[config.mk]
export PLATFORM = sky130hd
export DESIGN_NAME = adc_spi_capture
export DESIGN_NICKNAME = d
export VERILOG_FILES = /design/src/rtl/adc_spi_pkg.sv /design/src/rtl/spi_sclk_div.sv /design/src/rtl/adc_spi_capture.sv
export SDC_FILE = /design/constraint.sdc
export NUM_CORES = 1
export LEC_CHECK = 0
export CAP_MARGIN = 20
export CELL_PAD_IN_SITES_DETAIL_PLACEMENT = 0
export CELL_PAD_IN_SITES_GLOBAL_PLACEMENT = 1
export CORE_ASPECT_RATIO = 2
export CORE_MARGIN = 4
export CORE_UTILIZATION = 43
export DETAILED_ROUTE_END_ITERATION = 6
export PLACE_DENSITY_LB_ADDON = 0.12
export REMOVE_ABC_BUFFERS = 1
export SLEW_MARGIN = 20
export SYNTH_ARGS = -nofsm -noshare
export SYNTH_HDL_FRONTEND = slang
export SYNTH_HIERARCHICAL = 1
export SYNTH_SLANG_ARGS = --single-unit
[constraint.sdc]
create_clock -name clk -period 3 [get_ports clk]
set_clock_uncertainty 0.1 [all_clocks]
set_input_delay 0.45 -clock clk [delete_from_list [all_inputs] [get_ports clk]]
set_output_delay 0.45 -clock clk [all_outputs]
set_load 0.05 [all_outputs]
[src/rtl/adc_spi_pkg.sv]
// Shared definitions for the SPI ADC capture engine: FSM encoding, counter
// sizing and the parameter legality rule applied at elaboration.
package adc_spi_pkg;

  typedef enum logic [2:0] {
    IDLE,
    QUIET,
    LEAD,
    SHIFT,
    DONE
  } state_e;

  localparam int unsigned MAX_CH         = 8;
  localparam int unsigned MAX_FRAME_BITS = 32;
  localparam int unsigned BIT_CNT_W      = $clog2(MAX_FRAME_BITS);

  // Width needed to hold 0..max_count, never narrower than one bit.
  function automatic int unsigned cnt_w(input int unsigned max_count);
    return (max_count < 2) ? 1 : $clog2(max_count + 1);
  endfunction

  function automatic bit params_ok(input int unsigned num_ch,
                                   input int unsigned frame_bits,
                                   input int unsigned data_bits,
                                   input int unsigned sclk_div,
                                   input int unsigned quiet_cycles);
    return (num_ch >= 1) && (num_ch <= MAX_CH) && (data_bits >= 1) &&
           (frame_bits >= data_bits) && (frame_bits <= MAX_FRAME_BITS) &&
           (sclk_div >= 2) && (quiet_cycles >= 1);
  endfunction

endpackage

[src/rtl/spi_sclk_div.sv]
// Half-period counter driving a registered CPOL=1 sclk; ticks mark the edge
// on which sclk toggles. Parks sclk high while disabled or when told to stop.
module spi_sclk_div
  import adc_spi_pkg::*;
#(
  parameter int unsigned SCLK_DIV = 20
) (
  input  logic clk_i,
  input  logic rst_ni,
  input  logic en_i,
  input  logic stop_i,
  output logic sclk_o,
  output logic rise_tick_o,
  output logic fall_tick_o
);

  localparam int unsigned CW = cnt_w(SCLK_DIV - 1);

  logic [CW-1:0] cnt_q, cnt_d;
  logic          sclk_q, sclk_d;
  logic          half_end;

  assign half_end    = en_i && (cnt_q == CW'(SCLK_DIV - 1));
  assign rise_tick_o = half_end && !sclk_q;
  assign fall_tick_o = half_end && sclk_q;
  assign sclk_o      = sclk_q;

  always_comb begin
    cnt_d  = cnt_q + 1'b1;
    sclk_d = sclk_q;
    if (!en_i) begin
      cnt_d  = '0;
      sclk_d = 1'b1;
    end else if (half_end) begin
      cnt_d  = '0;
      // stop_i suppresses only the falling edge that would follow the last bit
      sclk_d = ~sclk_q | stop_i;
    end
  end

  always_ff @(posedge clk_i) begin
    if (!rst_ni) begin
      cnt_q  <= '0;
      sclk_q <= 1'b1;
    end else begin
      cnt_q  <= cnt_d;
      sclk_q <= sclk_d;
    end
  end

endmodule

[src/rtl/adc_spi_capture.sv]
// Multi-channel SPI ADC capture: CS/SCLK generation, MSB-first shift, right-aligned
// sample extraction; results held on a valid/ready port with overrun flagging.
module adc_spi_capture
  import adc_spi_pkg::*;
#(
  parameter int unsigned NUM_CH       = 2,
  parameter int unsigned FRAME_BITS   = 16,
  parameter int unsigned DATA_BITS    = 12,
  parameter int unsigned SCLK_DIV     = 20,
  parameter int unsigned QUIET_CYCLES = 300
) (
  input  logic                        clk,
  input  logic                        reset,
  input  logic                        start,
  input  logic                        continuous,
  input  logic [NUM_CH-1:0]           sdin,
  output logic                        cs,
  output logic                        sclk,
  output logic [NUM_CH*DATA_BITS-1:0] dout,
  output logic                        dout_valid,
  input  logic                        dout_ready,
  output logic                        overrun,
  output logic                        busy
);

  localparam int unsigned QW = cnt_w(QUIET_CYCLES - 1);

  if (!params_ok(NUM_CH, FRAME_BITS, DATA_BITS, SCLK_DIV, QUIET_CYCLES)) begin : g_param_check
    $error("adc_spi_capture: illegal parameter set");
  end

  state_e                      state_q;
  logic [QW-1:0]               quiet_cnt_q;
  logic [BIT_CNT_W-1:0]        bit_cnt_q;
  logic                        cs_q;
  logic                        busy_q;
  logic [NUM_CH*DATA_BITS-1:0] dout_q;
  logic                        dout_valid_q;
  logic                        overrun_q;
  logic [DATA_BITS-1:0]        sr_q [NUM_CH];

  logic sclk_en, last_bit, rise_tick, fall_tick;

  assign sclk_en  = (state_q == LEAD) || (state_q == SHIFT);
  assign last_bit = (state_q == SHIFT) && (bit_cnt_q == BIT_CNT_W'(FRAME_BITS - 1));

  spi_sclk_div #(
    .SCLK_DIV(SCLK_DIV)
  ) u_sclk_div (
    .clk_i      (clk),
    .rst_ni     (reset),
    .en_i       (sclk_en),
    .stop_i     (last_bit),
    .sclk_o     (sclk),
    .rise_tick_o(rise_tick),
    .fall_tick_o(fall_tick)
  );

  always_ff @(posedge clk) begin
    if (!reset) begin
      state_q      <= IDLE;
      quiet_cnt_q  <= '0;
      bit_cnt_q    <= '0;
      cs_q         <= 1'b1;
      busy_q       <= 1'b0;
      dout_q       <= '0;
      dout_valid_q <= 1'b0;
      overrun_q    <= 1'b0;
      for (int k = 0; k < NUM_CH; k++) sr_q[k] <= '0;
    end else begin
      overrun_q <= 1'b0;
      if (dout_valid_q && dout_ready) dout_valid_q <= 1'b0;

      case (state_q)
        IDLE: begin
          if (continuous || start) begin
            state_q     <= QUIET;
            busy_q      <= 1'b1;
            quiet_cnt_q <= '0;
          end
        end
        QUIET: begin
          if (quiet_cnt_q == QW'(QUIET_CYCLES - 1)) begin
            cs_q    <= 1'b0;
            state_q <= LEAD;
          end else begin
            quiet_cnt_q <= quiet_cnt_q + 1'b1;
          end
        end
        LEAD: begin
          if (fall_tick) begin
            state_q   <= SHIFT;
            bit_cnt_q <= '0;
          end
        end
        SHIFT: begin
          // Only the last DATA_BITS samples survive; leading zero bits fall off the top.
          if (rise_tick) begin
            for (int k = 0; k < NUM_CH; k++) sr_q[k] <= DATA_BITS'({sr_q[k], sdin[k]});
          end
          if (fall_tick) begin
            if (last_bit) begin
              cs_q    <= 1'b1;
              state_q <= DONE;
            end else begin
              bit_cnt_q <= bit_cnt_q + 1'b1;
            end
          end
        end
        DONE: begin
          for (int k = 0; k < NUM_CH; k++) dout_q[k*DATA_BITS +: DATA_BITS] <= sr_q[k];
          dout_valid_q <= 1'b1;
          overrun_q    <= dout_valid_q && !dout_ready;
          quiet_cnt_q  <= '0;
          if (continuous) begin
            state_q <= QUIET;
          end else begin
            state_q <= IDLE;
            busy_q  <= 1'b0;
          end
        end
        default: state_q <= IDLE;
      endcase
    end
  end

  assign cs         = cs_q;
  assign busy       = busy_q;
  assign dout       = dout_q;
  assign dout_valid = dout_valid_q;
  assign overrun    = overrun_q;

endmodule

### Word level (Yosys, flattened, before mapping)

Memory sizes are Yosys's and may differ from the RTL's.
Index checks and enable logic that the tools add are counted.

* register bits: 51
* memory bits (writable): 24
* input port bits: 7
* word-level logic and storage cells: 89
* memories kept: 1

* $add $sub $neg: 3
* eq/ne operators: 15
* multiplexer cells: 30
* bitwise logic cells: 6
* reduce and logical (&&, ||, !) cells: 24

Memory list
* sr_q: words 2, bits a word 12, rd ports 2, clocked after memory_dff 0, wr ports 2, RTL line adc_spi_capture.sv:40 `logic [DATA_BITS-1:0] sr_q [NUM_CH];`

Operators with widths (count)
* $pmux W9 S3: 1
* $mux W12: 2
* $mux W9: 2
* $mux W3: 5
* $mux W5: 3
* $pmux W3 S5: 1
* $ne A2 B2 Y1 const B: 7
* $mux W1: 13
* $add A5 B1 Y5 const B: 2
* $pmux W5 S2: 1
* $add A9 B1 Y9 const B: 1
* $eq A9 B9 Y1 const B: 1
* $reduce_and A4 Y1: 2
* $reduce_bool A2 Y1: 4
* $eq A3 B2 Y1 const B: 2
* $logic_and A1 B1 Y1: 6
* $reduce_and A3 Y1: 2
* $eq A5 B4 Y1 const B: 1
* $eq A5 B5 Y1 const B: 1
* $reduce_and A5 Y1: 1
* $pmux W1 S2: 2
* $reduce_and A2 Y1: 2
* $eq A3 B1 Y1 const B: 1
* $eq A3 B3 Y1 const B: 1
* other kinds (8): 14

### Longest topological paths before layout

Gate-level depths: netlist of run 1.

* depth in word-level cells: 9
* mapped depth: 8
* gate-level depth less buffers: 7

### Hierarchy

The synthesis of run 1 kept the hierarchy.

Modules (own cells, without submodules)
* adc_spi_capture: instances 1, cells each 295, area each 2837.7 µm², sequential area each 1621.6 µm²
* spi_sclk_div: instances 1, cells each 26, area each 270.3 µm², sequential area each 120.1 µm²

### Worst setup path before layout of run 1

Ideal clock, no wire load.

* path kind: reg-to-reg
* start: reg state_q[1]
* end: mem sr_q[0][0] (enable)
* library setup time: 381 ps
* arrival: 1742 ps
* required time: 2519 ps
* setup slack: 777 ps
* stages on the path, launching flop included: 7
* path buffers: 1
* path through: dfxtp_1 buf_2 nor2b_1 nand2_1 nor2_1 nand3_1 nand2_1

RTL lines
* start: declaration: RTL line adc_spi_capture.sv:32 `state_e state_q;`
* start signal: assignment: RTL line adc_spi_capture.sv:61 `state_q <= IDLE;`
* start signal: assignment: RTL line adc_spi_capture.sv:77 `state_q <= QUIET;`
* start signal: assignment: RTL line adc_spi_capture.sv:85 `state_q <= LEAD;`
* end: declaration: RTL line adc_spi_capture.sv:40

### Final worst setup path of run 1

* start: reg state_q[1]
* end: reg bit_cnt_q[2]

* longest elaborated chain between the ends: 6
* elaborated cells on any way between the ends: 12
* those cells by class: 5 x eq/ne; 1 x mux; 6 x reduce/logical

Ends and longest elaborated chain
* $eq A3 B2 Y1: RTL line adc_spi_capture.sv:44 `assign sclk_en = (state_q == LEAD) || (state_q == SHIFT);`
* $logic_or A1 B1 Y1 (*): RTL line adc_spi_capture.sv:44
* net sclk_en: RTL line adc_spi_capture.sv:42 `logic sclk_en, last_bit, rise_tick, fall_tick;`
* $logic_and A1 B1 Y1 (*): RTL line spi_sclk_div.sv:23 `assign half_end = en_i && (cnt_q == CW'(SCLK_DIV - 1));`
* $logic_and A1 B1 Y1 (*): RTL line spi_sclk_div.sv:25 `assign fall_tick_o = half_end && sclk_q;`
* net fall_tick: RTL line adc_spi_capture.sv:42
* $ne A2 B2 Y1 (no line)
* $reduce_and A4 Y1 (no line) (*)
* end signal: assignment: RTL line adc_spi_capture.sv:106 `bit_cnt_q <= bit_cnt_q + 1'b1;`
* end: declaration: RTL line adc_spi_capture.sv:34 `logic [BIT_CNT_W-1:0] bit_cnt_q;`

Mark *: on every way through the listed nets, which the timed path passes. The rest lies on a longest branch.
A chain may end at the register's enable or synchronous reset.

==> out/summary.txt, run 1 <==
Top delay family on crit path = simple AND/OR/NAND/NOR gates
Post CTS Setup Buffer Count = 0
Core Area = 0.00699 mm^2
worst rel slew slack = 0.452
Critical Path Fanout Max = 9
critical path class = reg -> reg
peak supply drop = 527 uV
CTS Buffer Depth = 2
min Tclk post-route = 2160 ps
Critical Path Sink Type = register
Routed wire per std cell = 14.2 um
Die H = 128 um
LEAKAGE = 1.35 nW
global route overflow = 0
DRC Markers = 0
Clk Latency, worst-skew pair = 330 ps
clock-pin slew on the worst setup and hold paths = 50 ps
TritonCTS Buffers = 9
cts hold-fix bufs = 0
HPWL after DPL = 4.63 mm
most area-hungry cell type in the Yosys netlist = dfxtp_1
largest net degree at the start of global routing = 27
Max Clk Rate = 462 MHz
Simple-Gate Fraction of Synth Area = 0.247
synthesized netlist cell count = 321
H-tree Lvls = 3
drt total wl = 6.44 mm
routed via count = 2372
vias in the first global route = 2345
initial antenna violation count = 0
#FFs+latches synth = 75
Worst EP arrival = 2320 ps
mean post-synth cell area = 9.68 um^2
Async S/R FF share, synth = 0
outcome = finished clean
drt pass-1 iters = 5
count leader, synth = nand2_1
final setup fails = 0
buffers added on ports = 35
ordered list of cells on the worst path = nor2b_1 > and3_2 > and3b_1 > nand2_1 > or3_1 > a21oi_1
worst path required time = 3150 ps
Tot GR Track Use = 0.171
Initial Utilization = 0.444
drt first-iter violations = 174
CP bufs+invs = 0
Area contributors post-synth = dfxtp_1 (33%), edfxtp_1 (23%), nand2_1 (8.7%)
row cnt = 43
Seq/Total Area, Yosys = 0.560
crit-path max cell delay = 460 ps
dominant synthesized flop cell = dfxtp_1
post-synthesis mux area share = 0.00322
setup TNS = 0 ps
Area growth syn-to-layout = 22.3%
CTS tree = built
Power Density = 558 mW/mm^2
Slew @ Worst Pin = 820 ps
die area = 0.00873 mm^2
Hold Crit Class = reg -> reg
ANT nets after route = 0
first-pass GRT wire length = 11.1 mm
Die Wd = 68.1 um
Via-to-Cell Ratio = 5.25
YS warnings = 6
area share of fa/ha/maj cells after synthesis = 0.0161
ratio of cells with drive above 1 in the final layout = 0.0746
fin nets = 368
Final Wtd Congestion = 0.799
CP Launch Type = register
EDFF count, synth = 24
commonest cells in the netlist = nand2_1 (72), dfxtp_1 (51), a21oi_1 (33)
Final Hold Violating Endpoints = 0
IO Count = 36
max-slew violation count = 0
combinational family with the most area after synthesis = simple AND/OR/NAND/NOR gates
period utilization = 0.721
post_cts resized = 0
Cell Count, Final, Fillers Out = 452
CTS Sinks = 75
CP max-delay cell = dfxtp_1
post-synth top area share = 0.329
ANT cells = 0
Yosys cell types = 44
Synth Area in XOR/XNOR = 0.00845
synthesized cell area = 0.00311 mm^2
Max-Cap Viols = 0
Placed Cells = 436
RSZ-0062 raised after global routing = false
compound-gate portion of the synthesized area = 0.132
final core occ = 0.543
CTS Root Cell = clkbuf_16
==> worst paths after layout <==
check	slack [ps]	end	cells after the start	startpoint
min reg2reg	350	dout[10]	2	dout[10]
min	350	dout[10]	2	dout[10]
max	840	bit_cnt_q[2]	6	state_q[1]
max reg2reg	840	bit_cnt_q[2]	6	state_q[1]
==> placed cells by master, fill, tap and decap left out, types with 6 or more instances in the layout <==
| cell | count |
|---|---|
| clkbuf_16 | 9 |
| nand2_1 | 72 |
| dfxtp_1 | 51 |
| clkdlybuf4s50_1 | 35 |
| buf_4 | 6 |
| inv_1 | 8 |
| edfxtp_1 | 24 |
| nand3_1 | 9 |
| nor2_1 | 15 |
| and3_1 | 6 |
| a21oi_1 | 33 |
| and2_1 | 25 |
==> power breakdown <==
part / internal [mW] / total, mW / leakage, nW / switching [mW]
registers: 1.07 / 1.09 / 0.641 / 0.0213
clock network: 0.554 / 0.938 / 0.130 / 0.384
logic: 0.0320 / 0.0924 / 0.581 / 0.0604
==> through the flow <==
stage / power [mW] / setup slack [ps] / cell area (um^2) / hold WS (ps)
after global placement: 1.21 / 818 / 3540 / 327
after floorplan: 1.16 / 788 / 3040 / 318
after CTS: 2.15 / 804 / 3800 / 352
final: 2.12 / 836 / 3800 / 351
after global routing: 2.21 / 646 / 3800 / 367
after detailed placement: 1.21 / 773 / 3540 / 344
==> flip-flops by register name, indices dropped and copies added, names as in the netlist <==
register	count
bit_cnt_q	5
busy	1
cs	1
dout	24
dout_valid	1
overrun	1
quiet_cnt_q	9
sr_q	24
state_q	3
u_sclk_div/cnt_q	5
u_sclk_div/sclk_o	1
==> cell type report <==
type | instances | area [um^2]
Fill cell | 660 | 3190
Timing Repair Buffer | 41 | 395
Sequential cell | 75 | 1740
Clock inverter | 4 | 20.0
Clock buffer | 12 | 236
Tap cell | 90 | 113
Inverter | 8 | 30.0
Multi-Input combinational cell | 222 | 1260
==> logic make-up after synthesis <==
group                    count (synthesis)
multiplexers                             1
AO/OA/AOI/OAI                           63
AND/OR/NAND/NOR                        151
adder cells (fa/ha/maj)                  4
flip-flops                              75
buffers and inverters                   24
XOR/XNOR                                 3
==> worst reg2reg max path, cell delays in order (launching register included) <==
cell     delay, ps
dfxtp_1        460
nor2b_1        400
and3_2         300
and3b_1        240
nand2_1         80
or3_1          360
a21oi_1        150
==> per-layer routing <==
metal | track usage | wire [um] | part of all wire | vias to the layer above
li1 | - | - | - | 1189
met1 | 0.183 | 2430 | 0.38 | 1111
met2 | 0.292 | 3500 | 0.54 | 56
met3 | 0.0474 | 282 | 0.044 | 16
met4 | 0.0926 | 225 | 0.035 | 0
met5 | 0 | 0 | 0 | -
No activity file was read; power rests on OpenSTA's default activity.
==> run 2, diff against run 1 <==
- clock period: 3 -> 2 ns (I/O delays scaled with it)
==> run 2 against run 1 <==
- sequential share of layout area down 2.2 points
- non-clock buffer count up 19
- via count up 1.6%
- hold slack worse by 35 ps
- largest cell class unchanged
==> out/summary.txt, run 2 (synthesis results as in run 1) <==
outcome = finished clean
commonest non-fill, non-tap cell in the layout = nand2_1
placed inst area = 0.00368 mm^2 (+3.9%)
Tot GR Track Use = 0.175 (+0.00355)
peak supply drop = 593 uV (+13%)
min Tclk post-route = 1940 ps (-219 ps)
Cell Count, Final, Fillers Out = 471 (+4.2%)
Final Wtd Congestion = 0.758 (-5.1%)
H-tree Lvls = 3 (unchanged)
Final Hold Violating Endpoints = 0 (unchanged)
DRC Markers = 0 (unchanged)
final instance area = 0.00399 mm^2 (+5.0%)
Slew @ Worst Pin = 514 ps (-306 ps)
Core Area = 0.00699 mm^2 (unchanged)
ratio of cells with drive above 1 in the final layout = 0.134 (+0.0593)
hold slack = 316 ps (-35.1 ps)
worst path required time = 2160 ps (-990 ps)
drt first-iter violations = 79 (-55%)
drt total wl = 6.81 mm (+5.9%)
die area = 0.00873 mm^2 (unchanged)
critical path class = reg -> reg
period utilization = 0.972 (+0.251)
RR Startpoint = u_sclk_div/cnt_q[1]
Worst EP arrival = 2100 ps (-220 ps)
HPWL after DPL = 4.92 mm (+6.4%)
CTS Buffer Depth = 2 (unchanged)
CP max-delay cell = dfxtp_1
worst rel slew slack = 0.656 (+0.204)
final setup fails = 0 (unchanged)
drt pass-1 iters = 4 (-1)
Hold Path End = u_sclk_div/cnt_q[0]
ordered list of cells on the worst path = ha_2 > and4bb_4 > and3_2 > and3b_2 > nand2_1 > or3_1 > a21oi_1
Die Wd = 68.1 um (unchanged)
buffers added on ports = 35 (unchanged)
TritonCTS Buffers = 9 (unchanged)
IO Count = 36 (unchanged)
global route overflow = 0 (unchanged)
routed via count = 2411 (+1.6%)
min-delay src = u_sclk_div/cnt_q[0]
clock-pin slew on the worst setup and hold paths = 60 ps (about the same)
CTS tree = built
largest net degree at the start of global routing = 32 (+19%)
Max Clk Rate = 514 MHz (+11%)
crit-path max cell delay = 340 ps (-120 ps)
hold depth = 1 (-1)
CP bufs+invs = 0 (unchanged)
LEAKAGE = 1.45 nW (+7.4%)
Initial Utilization = 0.444 (unchanged)
initial antenna violation count = 0 (unchanged)
Via-to-Cell Ratio = 5.12 (-2.5%)
CTS Root Cell = clkbuf_16
Critical Path Sink Type = register
Clk Latency, worst-skew pair = 330 ps (about the same)
worst reg2reg path endpoint = bit_cnt_q[2]
Area growth syn-to-layout = 28.4%
Die H = 128 um (unchanged)
ANT nets after route = 0 (unchanged)
Top delay family on crit path = simple AND/OR/NAND/NOR gates
cts hold-fix bufs = 0 (unchanged)
max-slew violation count = 0 (unchanged)
Placed Cells = 453 (+3.9%)
CTS Sinks = 75 (unchanged)
fin nets = 387 (+5.2%)
Power Density = 842 mW/mm^2 (+51%)
row cnt = 43 (unchanged)
commonest non-fill, non-tap cells in the layout = nand2_1 (72), dfxtp_1 (50), clkdlybuf4s50_1 (34)
vias in the first global route = 2380 (+1.5%)
Max-Cap Viols = 0 (unchanged)
Critical Path Fanout Max = 4 (-5)
ANT cells = 0 (unchanged)
Routed wire per std cell = 14.5 um (+1.6%)
Reg2Reg Depth = 7 (+1)
RSZ-0062 raised after global routing = false
CP Launch Type = register
Hold Crit Class = reg -> reg
worst reg-to-reg setup slack = 60 ps (-780 ps)
first-pass GRT wire length = 11.3 mm (+2.2%)
-- run 2: cell types whose count changed in the layout (fill, tap and decap cells not counted), sizes merged --
cell	before	now
clkdlybuf4s50	35	34
clkinv	4	2
clkinvlp	0	2
clkbuf	12	11
buf	6	26
bufinv	0	1
-- run 2: final cells by class --
type                    instances  area, um^2
multi-input cells             222        1270
repair buffers                 60         548
inverters                       8        30.0
clock buffers                  11         233
fillers                       659        3000
flip-flops and latches         75        1740
well taps                      90         113
clock inverters                 5        53.8
-- run 2: layer usage --
metal | share of wire | global-route usage | vias to the layer above
met4 | 0.014 | 0.0692 | 0
li1 | - | - | 1222
met5 | 0 | 0 | -
met3 | 0.026 | 0.0456 | 9
met1 | 0.37 | 0.179 | 1150
met2 | 0.59 | 0.320 | 30
-- run 2: worst max path at each step --
| stage | from | end | slack [ps] | cells after the start |
|---|---|---|---|---|
| 4_1_cts | u_sclk_div/cnt_q[0] | bit_cnt_q[2] | 1 | 7 |
| 6_report | u_sclk_div/cnt_q[1] | bit_cnt_q[2] | 60 | 7 |
| 2_1_floorplan | state_q[1] | sr_q[0][0] | -210 | 5 |
| 3_5_place_dp | u_sclk_div/cnt_q[0] | bit_cnt_q[2] | 30 | 7 |
| 3_3_place_gp | u_sclk_div/cnt_q[0] | bit_cnt_q[2] | 40 | 7 |
| 5_1_grt | u_sclk_div/cnt_q[1] | bit_cnt_q[3] | 3 | 7 |
-- run 2: worst register-to-register path, cell delays in order (launching register included) --
cell and delay, ps:
dfxtp_1 340, ha_2 200, and4bb_4 250, and3_2 190, and3b_2 230, nand2_1 70, or3_1 340, a21oi_1 150
-- run 2: timing repair --
item	CTS	global route
setup buffers	0	2
hold endpoints to repair	0	0
gates resized for setup	0	4
setup endpoints to repair	0	9
-- run 2: metrics by stage --
step                setup WS (ps)  setup TNS [ps]   util  power [mW]
finish                       55.1               0  0.570        3.36
global placement             42.6               0  0.526        1.83
floorplan                    -212           -8320      -        1.74
global route                 2.71               0  0.570        3.49
CTS                          1.20               0  0.567        3.41
detailed placement           26.6               0  0.526        1.83
-- run 2: power breakdown --
part	switching [mW]	total [mW]	internal, mW
Combinational	0.109	0.175	0.0664
Sequential	0.0217	1.63	1.60
Clock	0.600	1.56	0.960
Total	0.731	3.36	2.63
==> run 3, diff against run 2 <==
- CORE_MARGIN: 4 -> 10
==> run 3 against run 2 <==
- setup slack improved by 4.0 ps
- power increased by 8.6%
- final cell count decreased by 0.85%
- combinational power about the same
- flip-flop and latch count unchanged
- routed wire length increased by 0.50%
- sequential power about the same
- via count increased by 1.7%
- highest routed layer unchanged
==> out/summary.txt, run 3 (synthesis results as in run 1) <==
outcome = finished clean
Top delay family on crit path = buffers and inverters
Placed Cells = 450 (-0.66%)
row cnt = 43 (unchanged)
ANT nets after route = 0 (unchanged)
final core occ = 0.579 (+0.00859)
CP max-delay cell = clkdlybuf4s50_1
Fillers = 641 (-2.7%)
Max Clk Rate = 515 MHz (+0.21%)
crit-path max cell delay = 830 ps (+490 ps)
Core Area = 0.00699 mm^2 (unchanged)
final instance area = 0.00405 mm^2 (+1.5%)
Final Hold Violating Endpoints = 0 (unchanged)
switch share = 0.200 (-0.0176)
Die Wd = 80.1 um (+18%)
critical path class = reg -> out
period utilization = 0.970 (-0.00202)
peak supply drop = 532 uV (-10%)
clock share of power = 0.506 (+0.042)
total power = 3.65 mW (+8.6%)
fin nets = 383 (-1.0%)
vias in the first global route = 2404 (+1.0%)
TritonCTS Buffers = 9 (unchanged)
Critical Path Fanout Max = 3 (-1)
worst setup margin = 59.1 ps (+4.05 ps)
worst rel slew slack = 0.660 (+0.00345)
first-pass GRT wire length = 11.3 mm (+0.11%)
CTS Root Cell = clkbuf_16
largest net degree at the start of global routing = 27 (-16%)
Cell Count, Final, Fillers Out = 467 (-0.85%)
ordered list of cells on the worst path = clkdlybuf4s50_1
Slew @ Worst Pin = 509 ps (-5.16 ps)
drt first-iter violations = 147 (+86%)
setup TNS = 0 ps (unchanged)
HPWL after DPL = 4.81 mm (-2.2%)
worst path required time = 1600 ps (-560 ps)
Initial Utilization = 0.444 (unchanged)
hold slack = 342 ps (+25.9 ps)
clock-pin slew on the worst setup and hold paths = 60 ps (about the same)
Logic pwr share = 0.048 (-0.004)
routed via count = 2453 (+1.7%)
buffers added on ports = 35 (unchanged)
commonest non-fill, non-tap cells in the layout = nand2_1 (72), dfxtp_1 (49), clkdlybuf4s50_1 (34)
CP Launch Type = register
Area growth syn-to-layout = 30.3%
Hold Crit Class = reg -> reg
H-tree Lvls = 3 (unchanged)
ANT cells = 0 (unchanged)
max-slew violation count = 0 (unchanged)
Psw = 0.729 mW (-0.18%)
Worst EP arrival = 1540 ps (-560 ps)
CTS Sinks = 75 (unchanged)
Max-Cap Viols = 0 (unchanged)
min Tclk post-route = 1940 ps (-4.05 ps)
drt total wl = 6.85 mm (+0.50%)
Critical Path Sink Type = output port
final setup fails = 0 (unchanged)
LEAKAGE = 1.47 nW (+1.1%)
Power Density = 901 mW/mm^2 (+7.0%)
ratio of cells with drive above 1 in the final layout = 0.135 (+0.00142)
initial antenna violation count = 0 (unchanged)
global route overflow = 0 (unchanged)
Cell Int Power = 2.92 mW (+11%)
Final Wtd Congestion = 0.789 (+4.0%)
RSZ-0062 raised after global routing = false
dpl ws = 7.49 ps (-19.1 ps)
Clk Latency, worst-skew pair = 330 ps (about the same)
commonest non-fill, non-tap cell in the layout = nand2_1
IO Count = 36 (unchanged)
drt pass-1 iters = 4 (unchanged)
die area = 0.0112 mm^2 (+29%)
Tot GR Track Use = 0.127 (-0.0476)
sequential power share = 0.446 (-0.038)
Die H = 140 um (+9.4%)
CTS tree = built
DRC Markers = 0 (unchanged)
Routed wire per std cell = 14.7 um (+1.4%)
CTS Buffer Depth = 2 (unchanged)
placed inst area = 0.00367 mm^2 (-0.27%)
CP bufs+invs = 1 (+1)
Via-to-Cell Ratio = 5.25 (+2.6%)
## run 3: per-layer routing
| metal | routed length (um) | track usage | vias to the layer above |
|---|---|---|---|
| met2 | 3730 | 0.227 | 48 |
| met3 | 322 | 0.0340 | 9 |
| li1 | - | - | 1221 |
| met4 | 138 | 0.0718 | 0 |
| met5 | 0 | 0 | - |
| met1 | 2660 | 0.125 | 1175 |
## run 3: cell type report
type,instances,area (um^2),share of cell area
clock inverter,5,101,0.0250
sequential,75,1740,0.431
timing repair buffer,56,531,0.131
clock buffer,11,243,0.0599
multi-input combinational,222,1290,0.318
tap,90,113,0.0278
inverter,8,30.0,0.00741
## run 3: power by group through the flow
| stage | Combinational (mW) | Sequential, mW | Clock, mW |
|---|---|---|---|
| after CTS | 0.174 | 1.63 | 1.89 |
| after floorplan | 0.0773 | 1.66 | 0 |
| after detailed placement | 0.172 | 1.66 | 0 |
| final | 0.174 | 1.63 | 1.85 |
| after global placement | 0.170 | 1.66 | 0 |
| after global routing | 0.190 | 1.63 | 1.94 |
## run 3: path summary, 6_finish.rpt
kind	startpoint	endpoint	slack (ps)	cells past startpoint
setup / recovery	busy	busy	60	1
setup reg to reg	u_sclk_div/cnt_q[1]	bit_cnt_q[2]	100	7
hold / removal	u_sclk_div/cnt_q[0]	u_sclk_div/cnt_q[0]	340	1
hold reg to reg	u_sclk_div/cnt_q[0]	u_sclk_div/cnt_q[0]	340	1
## run 3: repair_timing
item | 4_1_cts | 5_1_grt
setup endpoints to repair | 2 | 4
hold buffers | 0 | 0
buffers inserted | 0 | 1
pin swaps | 0 | 2
gates resized for setup | 1 | 7
